## src/rtl/dvp_pkg.sv

```systemverilog
// Shared DVP pattern transmitter types: FSM states,
// pattern modes and the RGB565 colour-bar palette.
package dvp_pkg;

  typedef enum logic [2:0] {
    ST_IDLE,
    ST_VSYNC,
    ST_VBACK,
    ST_ACTIVE,
    ST_VFRONT
  } dvp_state_e;

  localparam logic [1:0] MODE_BARS  = 2'd0;
  localparam logic [1:0] MODE_RAMP  = 2'd1;
  localparam logic [1:0] MODE_FCNT  = 2'd2;
  localparam logic [1:0] MODE_SOLID = 2'd3;

  localparam logic [15:0] BAR_C0 = 16'hFFFF;
  localparam logic [15:0] BAR_C1 = 16'hFFE0;
  localparam logic [15:0] BAR_C2 = 16'h07FF;
  localparam logic [15:0] BAR_C3 = 16'h07E0;
  localparam logic [15:0] BAR_C4 = 16'hF81F;
  localparam logic [15:0] BAR_C5 = 16'hF800;
  localparam logic [15:0] BAR_C6 = 16'h001F;
  localparam logic [15:0] BAR_C7 = 16'h0000;

  function automatic logic [15:0] bar_color(
    input logic [2:0] idx
  );
    logic [15:0] c;
    case (idx)
      3'd0:    c = BAR_C0;
      3'd1:    c = BAR_C1;
      3'd2:    c = BAR_C2;
      3'd3:    c = BAR_C3;
      3'd4:    c = BAR_C4;
      3'd5:    c = BAR_C5;
      3'd6:    c = BAR_C6;
      default: c = BAR_C7;
    endcase
    return c;
  endfunction

endpackage

```

## src/rtl/dvp_pattern_gen.sv

```systemverilog
// Combinational RGB565 pixel generator for the
// DVP pattern transmitter.
module dvp_pattern_gen
  import dvp_pkg::*;
#(
  parameter int H_ACTIVE = 1024,
  parameter int XW       = 11,
  parameter int YW       = 10
) (
  input  logic [1:0]    mode,
  input  logic [XW-1:0] x,
  input  logic [YW-1:0] y,
  input  logic [7:0]    frame_cnt,
  input  logic [15:0]   solid_color,
  output logic [15:0]   pixel
);

  always_comb begin
    pixel = solid_color;
    unique case (mode)
      MODE_BARS: pixel = bar_color(3'(
        (32'(x) * 32'd8) / 32'(H_ACTIVE)));
      MODE_RAMP: pixel = 16'(x);
      MODE_FCNT: pixel = {frame_cnt, 8'(y)};
      default:   pixel = solid_color;
    endcase
  end

endmodule

```

## src/rtl/dvp_pattern_tx.sv

```systemverilog
// DVP camera-style test pattern source: frame timing FSM,
// byte serialisation of RGB565 pixels and frame counting.
module dvp_pattern_tx
  import dvp_pkg::*;
#(
  parameter int H_ACTIVE    = 1024,
  parameter int V_ACTIVE    = 768,
  parameter int H_BLANK     = 256,
  parameter int VSYNC_LINES = 4,
  parameter int V_BACK      = 16,
  parameter int V_FRONT     = 4
) (
  input  logic        clk,
  input  logic        rst,
  input  logic        enable,
  input  logic [1:0]  mode,
  input  logic [15:0] solid_color,
  output logic        cmos_vsync,
  output logic        cmos_href,
  output logic [7:0]  cmos_db,
  output logic [7:0]  frame_cnt,
  output logic        busy
);

  localparam int LINE = 2 * H_ACTIVE + H_BLANK;
  localparam int M1 = (VSYNC_LINES > V_BACK)
                    ? VSYNC_LINES : V_BACK;
  localparam int M2 = (V_ACTIVE > V_FRONT)
                    ? V_ACTIVE : V_FRONT;
  localparam int MAXL = (M1 > M2) ? M1 : M2;
  localparam int HW = $clog2(LINE + 1);
  localparam int VW = $clog2(MAXL + 1);
  localparam int XW = $clog2(H_ACTIVE + 1);
  localparam int YW = $clog2(V_ACTIVE + 1);

  dvp_state_e    state_q, state_d;
  logic [HW-1:0] hcnt_q, hcnt_d;
  logic [VW-1:0] line_q, line_d;
  logic [1:0]    mode_q, mode_d;
  logic [15:0]   color_q, color_d;
  logic [7:0]    fcnt_q, fcnt_d;

  logic          vs_q, vs_d;
  logic          href_q, href_d;
  logic [7:0]    db_q, db_d;
  logic          busy_q, busy_d;
  logic [7:0]    fout_q;

  logic [VW-1:0] lines_m1;
  logic          line_end;
  logic          last_line;
  logic          frame_go;
  logic [15:0]   pixel;

  assign line_end  = (hcnt_q == HW'(LINE - 1));
  assign last_line = (line_q == lines_m1);

  always_comb begin
    lines_m1 = '0;
    unique case (state_q)
      ST_VSYNC:  lines_m1 = VW'(VSYNC_LINES - 1);
      ST_VBACK:  lines_m1 = VW'(V_BACK - 1);
      ST_ACTIVE: lines_m1 = VW'(V_ACTIVE - 1);
      ST_VFRONT: lines_m1 = VW'(V_FRONT - 1);
      default:   lines_m1 = '0;
    endcase
  end

  always_comb begin
    state_d  = state_q;
    hcnt_d   = hcnt_q;
    line_d   = line_q;
    mode_d   = mode_q;
    color_d  = color_q;
    fcnt_d   = fcnt_q;
    frame_go = 1'b0;
    if (state_q == ST_IDLE) begin
      hcnt_d   = '0;
      line_d   = '0;
      frame_go = enable;
    end else begin
      hcnt_d = line_end ? '0 : hcnt_q + HW'(1);
      if (line_end)
        line_d = last_line ? '0 : line_q + VW'(1);
      if (line_end && last_line) begin
        unique case (state_q)
          ST_VSYNC:  state_d = ST_VBACK;
          ST_VBACK:  state_d = ST_ACTIVE;
          ST_ACTIVE: state_d = ST_VFRONT;
          default: begin
            fcnt_d   = fcnt_q + 8'd1;
            state_d  = ST_IDLE;
            frame_go = enable;
          end
        endcase
      end
    end
    // Mode and colour are frozen for the whole frame.
    if (frame_go) begin
      state_d = ST_VSYNC;
      mode_d  = mode;
      color_d = solid_color;
    end
  end

  dvp_pattern_gen #(
    .H_ACTIVE (H_ACTIVE),
    .XW       (XW),
    .YW       (YW)
  ) u_gen (
    .mode        (mode_q),
    .x           (XW'(hcnt_q >> 1)),
    .y           (YW'(line_q)),
    .frame_cnt   (fcnt_q),
    .solid_color (color_q),
    .pixel       (pixel)
  );

  always_comb begin
    vs_d   = (state_q == ST_VSYNC);
    busy_d = (state_q != ST_IDLE);
    href_d = (state_q == ST_ACTIVE) &&
             (hcnt_q < HW'(2 * H_ACTIVE));
    db_d   = '0;
    if (href_d)
      db_d = hcnt_q[0] ? pixel[7:0] : pixel[15:8];
  end

  always_ff @(posedge clk) begin
    if (rst) begin
      state_q <= ST_IDLE;
      hcnt_q  <= '0;
      line_q  <= '0;
      mode_q  <= '0;
      color_q <= '0;
      fcnt_q  <= '0;
      vs_q    <= 1'b0;
      href_q  <= 1'b0;
      db_q    <= '0;
      busy_q  <= 1'b0;
      fout_q  <= '0;
    end else begin
      state_q <= state_d;
      hcnt_q  <= hcnt_d;
      line_q  <= line_d;
      mode_q  <= mode_d;
      color_q <= color_d;
      fcnt_q  <= fcnt_d;
      vs_q    <= vs_d;
      href_q  <= href_d;
      db_q    <= db_d;
      busy_q  <= busy_d;
      fout_q  <= fcnt_q;
    end
  end

  assign cmos_vsync = vs_q;
  assign cmos_href  = href_q;
  assign cmos_db    = db_q;
  assign frame_cnt  = fout_q;
  assign busy       = busy_q;

endmodule
```

## config.mk

```make
export PLATFORM = sky130hd
export DESIGN_NAME = dvp_pattern_tx
export DESIGN_NICKNAME = d
export VERILOG_FILES = /design/src/rtl/dvp_pkg.sv /design/src/rtl/dvp_pattern_gen.sv /design/src/rtl/dvp_pattern_tx.sv
export SDC_FILE = /design/constraint.sdc
export NUM_CORES = 1
export LEC_CHECK = 0
export CORE_UTILIZATION = 30
export CTS_CLUSTER_DIAMETER = 100
export DETAILED_ROUTE_END_ITERATION = 10
export DONT_BUFFER_PORTS = 1
export PLACE_DENSITY = 0.45
export SYNTH_ARGS = -nofsm -noshare
export SYNTH_HDL_FRONTEND = slang
export SYNTH_HIERARCHICAL = 1
export SYNTH_SLANG_ARGS = --single-unit
```

## constraint.sdc

```tcl
create_clock -name clk -period 3.5 [get_ports clk]
set_input_delay 0.175 -clock clk [delete_from_list [all_inputs] [get_ports clk]]
set_output_delay 0.175 -clock clk [all_outputs]
set_load 0.1 [all_outputs]
```

Word level (Yosys, flattened, before mapping)
Index checks and enable logic that the tools add are counted.
Word-level totals
  flip-flop bits (word level): 70
  latch bits: 0
  bits in writable memories: 0
  ROM bits: 0
  output and inout port bits: 19
  memories kept: 0
Operators by class
  $add $sub $neg: 3
  multiply operators: 0
  divide/modulo/power cells: 0
  order comparisons: 1
  eq/ne operators: 15
  shift-type cells: 0
  multiplexer cells: 12
  bitwise logic cells: 3
  reductions and logical operators: 16
Operators with widths (count)
  $pmux 16 s7: 1
  $pmux 16 s3: 1
  $pmux 10 s3: 1
  $add 12x1->12 const B: 1
  $eq 12x12->1 const B: 1
  $eq 3x2->1 const B: 4
  $eq 3x3->1 const B: 4
  $lt 12x12->1 const B: 1
  $add 10x1->10 const B: 1
  $eq 10x10->1: 1
  $mux 10: 1
  $pmux 3 s3: 1
  $add 8x1->8 const B: 1
  $mux 8: 1
  $reduce_or 2->1: 4
  $eq 3x1->1 const B: 2
  $logic_not 3->1: 2
  $mux 1: 6
  $reduce_or 3->1: 2
  $reduce_and 2->1: 2
  $not 1->1: 3
  $reduce_and 3->1: 1
  $reduce_bool 3->1: 1
  $eq 2x1->1 const B: 1
  5 further kinds: 6

Depth between registers and ports, before layout
  depth in word-level cells: 9
  depth in mapped cells: 9
  mapped depth without buffers: 6

Cells and area by module
Netlist, hierarchy kept.
By module, submodules not included
  dvp_pattern_tx: times used 1, cells an instance 310, area each 2961.6 um^2, sequential area each 1401.3 um^2
  dvp_pattern_gen: times used 1, cells an instance 30, area each 420.4 um^2, sequential area each 0.0 um^2

Least setup slack after synthesis
Ideal clock, no wire load.
  kind: reg2reg
  from: register hcnt_q[9]
  to: register fcnt_q[3]
  setup time: 0.121 ns
  arrival time: 2.342 ns
  required time: 3.379 ns
  path slack: 1.037 ns
  cell stages (with the launch flop): 8
  path buffers: 2
  period minus slack after synthesis: 2.463 ns
  path through: dfxtp_1 > or4b_1 > or3_1 > clkbuf_2 > or3_4 > buf_6 > nor3_1 > mux2_2
Between the ends
  cells in the longest elaborated chain, start to end: 3
RTL lines
  start: declaration: line dvp_pattern_tx.sv:37  | logic [HW-1:0] hcnt_q, hcnt_d;
  start signal: assignment: line dvp_pattern_tx.sv:144  | hcnt_q <= hcnt_d;
  $eq 12x12->1: line dvp_pattern_tx.sv:55  | assign line_end = (hcnt_q == HW'(LINE - 1));
  $logic_and 1x1->1: line dvp_pattern_tx.sv:85  | if (line_end && last_line) begin
  $reduce_and 3->1 (no source line)
  end signal: assignment: line dvp_pattern_tx.sv:148  | fcnt_q <= fcnt_d;
  end: declaration: line dvp_pattern_tx.sv:41  | logic [7:0] fcnt_q, fcnt_d;
Every way passes these cells.
A chain may end at the register's enable or synchronous reset.

Final worst setup path
  from: register hcnt_q[0]
  to: register fcnt_q[5]
Same word-level chain as after synthesis.

==> summary.md <==
| Metric | Value |
|---|---|
| Worst Skew | about 0.016 ns |
| Slew HR | 31.0% |
| Max-cap violations | 0 |
| Remaining DRCs | 0 |
| PostCTS Resize Cnt | 0 |
| Core Area | 0.0109 mm² |
| Outcome | finished, final reports clean |
| Worst setup EP type | flop |
| Clock sink count | 70 |
| CTS tree | done |
| Starting Density | 31.1% |
| Worst hold slack | 0.00520 ns |
| RSZ-0062 raised after global routing | false |
| Slew Limit Fails | 0 |
| First-pass DRT Iterations | 4 |
| Seq/Total Area, Yosys | 41.4% |
| Die Ht | 108 µm |
| Yosys warnings | 6 |
| Number of global-route vias before repair | roughly 2,400 |
| # rows | 38 |
| Die X | around 110 µm |
| Antenna diodes | 0 |
| Startpoint types | flop |
| Final hold vios | 0 |
| First-pass GRT wire length | around 13,000 µm |
| Commonest cells in the netlist | 70 x dfxtp_1, 37 x nand2b_1, 37 x nor2_1, 29 x mux2i_1 |
| I/O pin count | 40 |
| Reg-to-Reg Start | hcnt_q[0]$_SDFF_PP0_ |
| Clk pin slew, worst setup/hold paths | approximately 0.09 ns |
| Setup violators final | 0 |
| Antenna Nets Post-Route | 0 |
| Hold Path Cell Cnt | 2 |
| Drt total wl | about 8000 µm |
| Hold wc startpoint | rst |
| Synth top area share | between 40% and 50% |
| Final period utilization | between 70 and 80% |
| Max frequency | just under 400 MHz |
| Total Power | 0.00173 W |
| Placed cell areas | between 0.003 and 0.004 mm² |
| Ranking of synthesized cells by area | dfxtp_1 41%, mux2i_1 8.6%, nand2b_1 6.8% |
| I/O Buffers | 0 |
| Filler cells | 1,139 |
| Arrival @ worst endpoint | about 2.8 ns |
| Final instance area | roughly 0.004 mm² |
| Critical Path RT | ~3.7 ns |
| Inserted Clock Buffers | 9 |
| Setup TNS Final | 0 ns |
| Worst slew pin tran | 1.03 ns |
| Area delta synth->final | 15.6% |
| Avg Inst Size Synth | between 9 and 10 µm² |
| HP Class | input port to flop |
| Die footprint | about 0.012 mm² |
| Net count after synthesis | between 300 and 400 |
| Remaining global-route overflow | 0 |
| Utilization after layout | between 30% and 40% |
| Pwr dens | around 440 mW/mm² |
| #FFs+latches synth | 70 |
| Clock root buffer | clkbuf_8 |
| Minimum clock period | ~2.6 ns |
| Antenna violations before repair | 0 |
| Clock Latency Late Sink | about 0.35 ns |
| Vias | 2,477 |
| Top-count cell post-synth | dfxtp_1 |
| Synth unique cells | 44 |
| Worst hold endpoint | color_q[10]$_SDFFE_PP0P_ |
| Peak VDD IR | 183 µV |
| Reg2reg path depth | 7 |
| R2R Setup Slk | 0.94 ns |
| Post-synth EDFFs | 0 |
| FFs w/ async S/R, synth | 0% |
| Static Leak | 1.47 nW |
| R2r endpoint | fcnt_q[5]$_SDFFE_PP0P_ |
| CTS max path bufs | 2 |
| Main synth FF type | dfxtp_1 |
| Routability cong. | ~0.82 |
| Area leader, netlist | dfxtp_1 |
| Pin count of the biggest net entering global routing | 35 |
| Total GRT Usage | between 10% and 20% |
| CP max FO | 12 |
| CP Class | flop to flop |
| DR vias/cell | between 4 and 5 |
| Share of layout cells above drive strength 1 | 13.3% |
| Post-synthesis instance area | 0.00338 mm² |
| Nets | approximately 380 |
| WL/cell | 15.7 µm |
| H-tree Lvls | 3 |
| Synthesized instance count | 340 |
| Detailed placement HPWL | approximately 5400 µm |
| Iteration-0 DRC Markers | ~120 |
==> worst max-delay path by stage <==
stage          depth (start not counted)  slack [ns]                endpoint                     from
5_1_grt                                5        0.74  line_q[1]$_SDFFE_PP0N_  state_q[2]$_SDFFE_PP0P_
3_5_place_dp                           7        0.97  fcnt_q[7]$_SDFFE_PP0P_     hcnt_q[0]$_SDFF_PP0_
6_report                               7        0.94  fcnt_q[5]$_SDFFE_PP0P_     hcnt_q[0]$_SDFF_PP0_
4_1_cts                                7        0.95  fcnt_q[5]$_SDFFE_PP0P_     hcnt_q[0]$_SDFF_PP0_
2_1_floorplan                          7        1.04  fcnt_q[3]$_SDFFE_PP0P_     hcnt_q[9]$_SDFF_PP0_
3_3_place_gp                           7        1.02  fcnt_q[7]$_SDFFE_PP0P_     hcnt_q[0]$_SDFF_PP0_
==> per-stage QoR <==
| stage | cells | setup slack [ns] |
|---|---|---|
| floorplan | 340 | 1.04 |
| global placement | 464 | 1.02 |
| detailed placement | 464 | 0.973 |
| CTS | 500 | 0.946 |
| global route | 502 | 0.736 |
| finish | 502 | 0.939 |
==> cell families (layout without fill, tap and decap cells) <==
logic type	count (synthesis)	after routing	synth area share, %
AOI/OAI and AO/OA	19	19	4.00
xor gates and xnor gates	20	20	5.18
DFF	70	70	41.4
buffers and inverters	22	44	3.77
and+or+nand+nor	154	154	24.9
muxes	52	52	19.6
adders and majority gates	3	3	1.11
==> flip-flops by register name, indices dropped and copies added, names as in the netlist, 2 cells and up <==
signal	flops
line_q	10
state_q	3
fcnt_q	8
color_q	16
frame_cnt	8
cmos_db	8
hcnt_q	12
mode_q	2
==> worst max-delay path, cell delays in order (launching register included) <==
cell and delay (ns):
dfxtp_1 0.32, buf_4 0.21, ha_1 0.23, nand4_1 0.15, or3_1 0.47, or3_4 0.48
nor3_1 0.22, mux2_2 0.36
==> cells in the final DEF (no fill, tap or decap), drive strengths merged, types with 2 or more instances in the layout <==
master       instances
dlygate4sd3         21
a21oi                2
nor2b               10
nand2               13
a21o                 5
buf                  4
clkbuf              10
clkinv               3
nand2b              37
a31oi                2
o21ai                5
dfxtp               70
nor4                 2
xor2                10
inv                  3
mux4                10
nor3                14
or3                  4
bufinv               2
mux2                13
and3                 8
xnor2               10
ha                   3
mux2i               29
and2                 4
nand4                9
and4                 2
nand3                8
nor2                37
==> what timing repair did <==
action | in CTS | in global routing
hold buffers | 20 | 2
endpoints found under the hold margin | 33 | 1
buffers inserted | 0 | 0
==> power breakdown <==
group | total (W) | switching, W | internal [W]
clock network | 0.000717 | 0.000317 | 0.000400
logic | 0.000163 | 0.0000705 | 0.0000928
registers | 0.000854 | 0.0000376 | 0.000816
==> cell type report <==
type                       count  area [µm²]  share of cell area, %
multi-input combinational    248        1860                   47.5
clock inverter                 6        86.3                   2.21
tap                          140         175                   4.48
timing repair buffer          25         253                   6.46
sequential                    70        1400                   35.8
inverter                       3        11.3                  0.288
clock buffer                  10         128                   3.26
==> metal layers <==
layer | track usage [%] | up-vias | part of all wire (%)
li1 | - | 1218 | -
met1 | 20.6 | 1210 | 48
met2 | 22.2 | 41 | 47
met3 | 3.44 | 8 | 3.7
met4 | 4.70 | 0 | 1.0
met5 | 0 | - | 0
No activity file was read; power rests on OpenSTA's default activity.
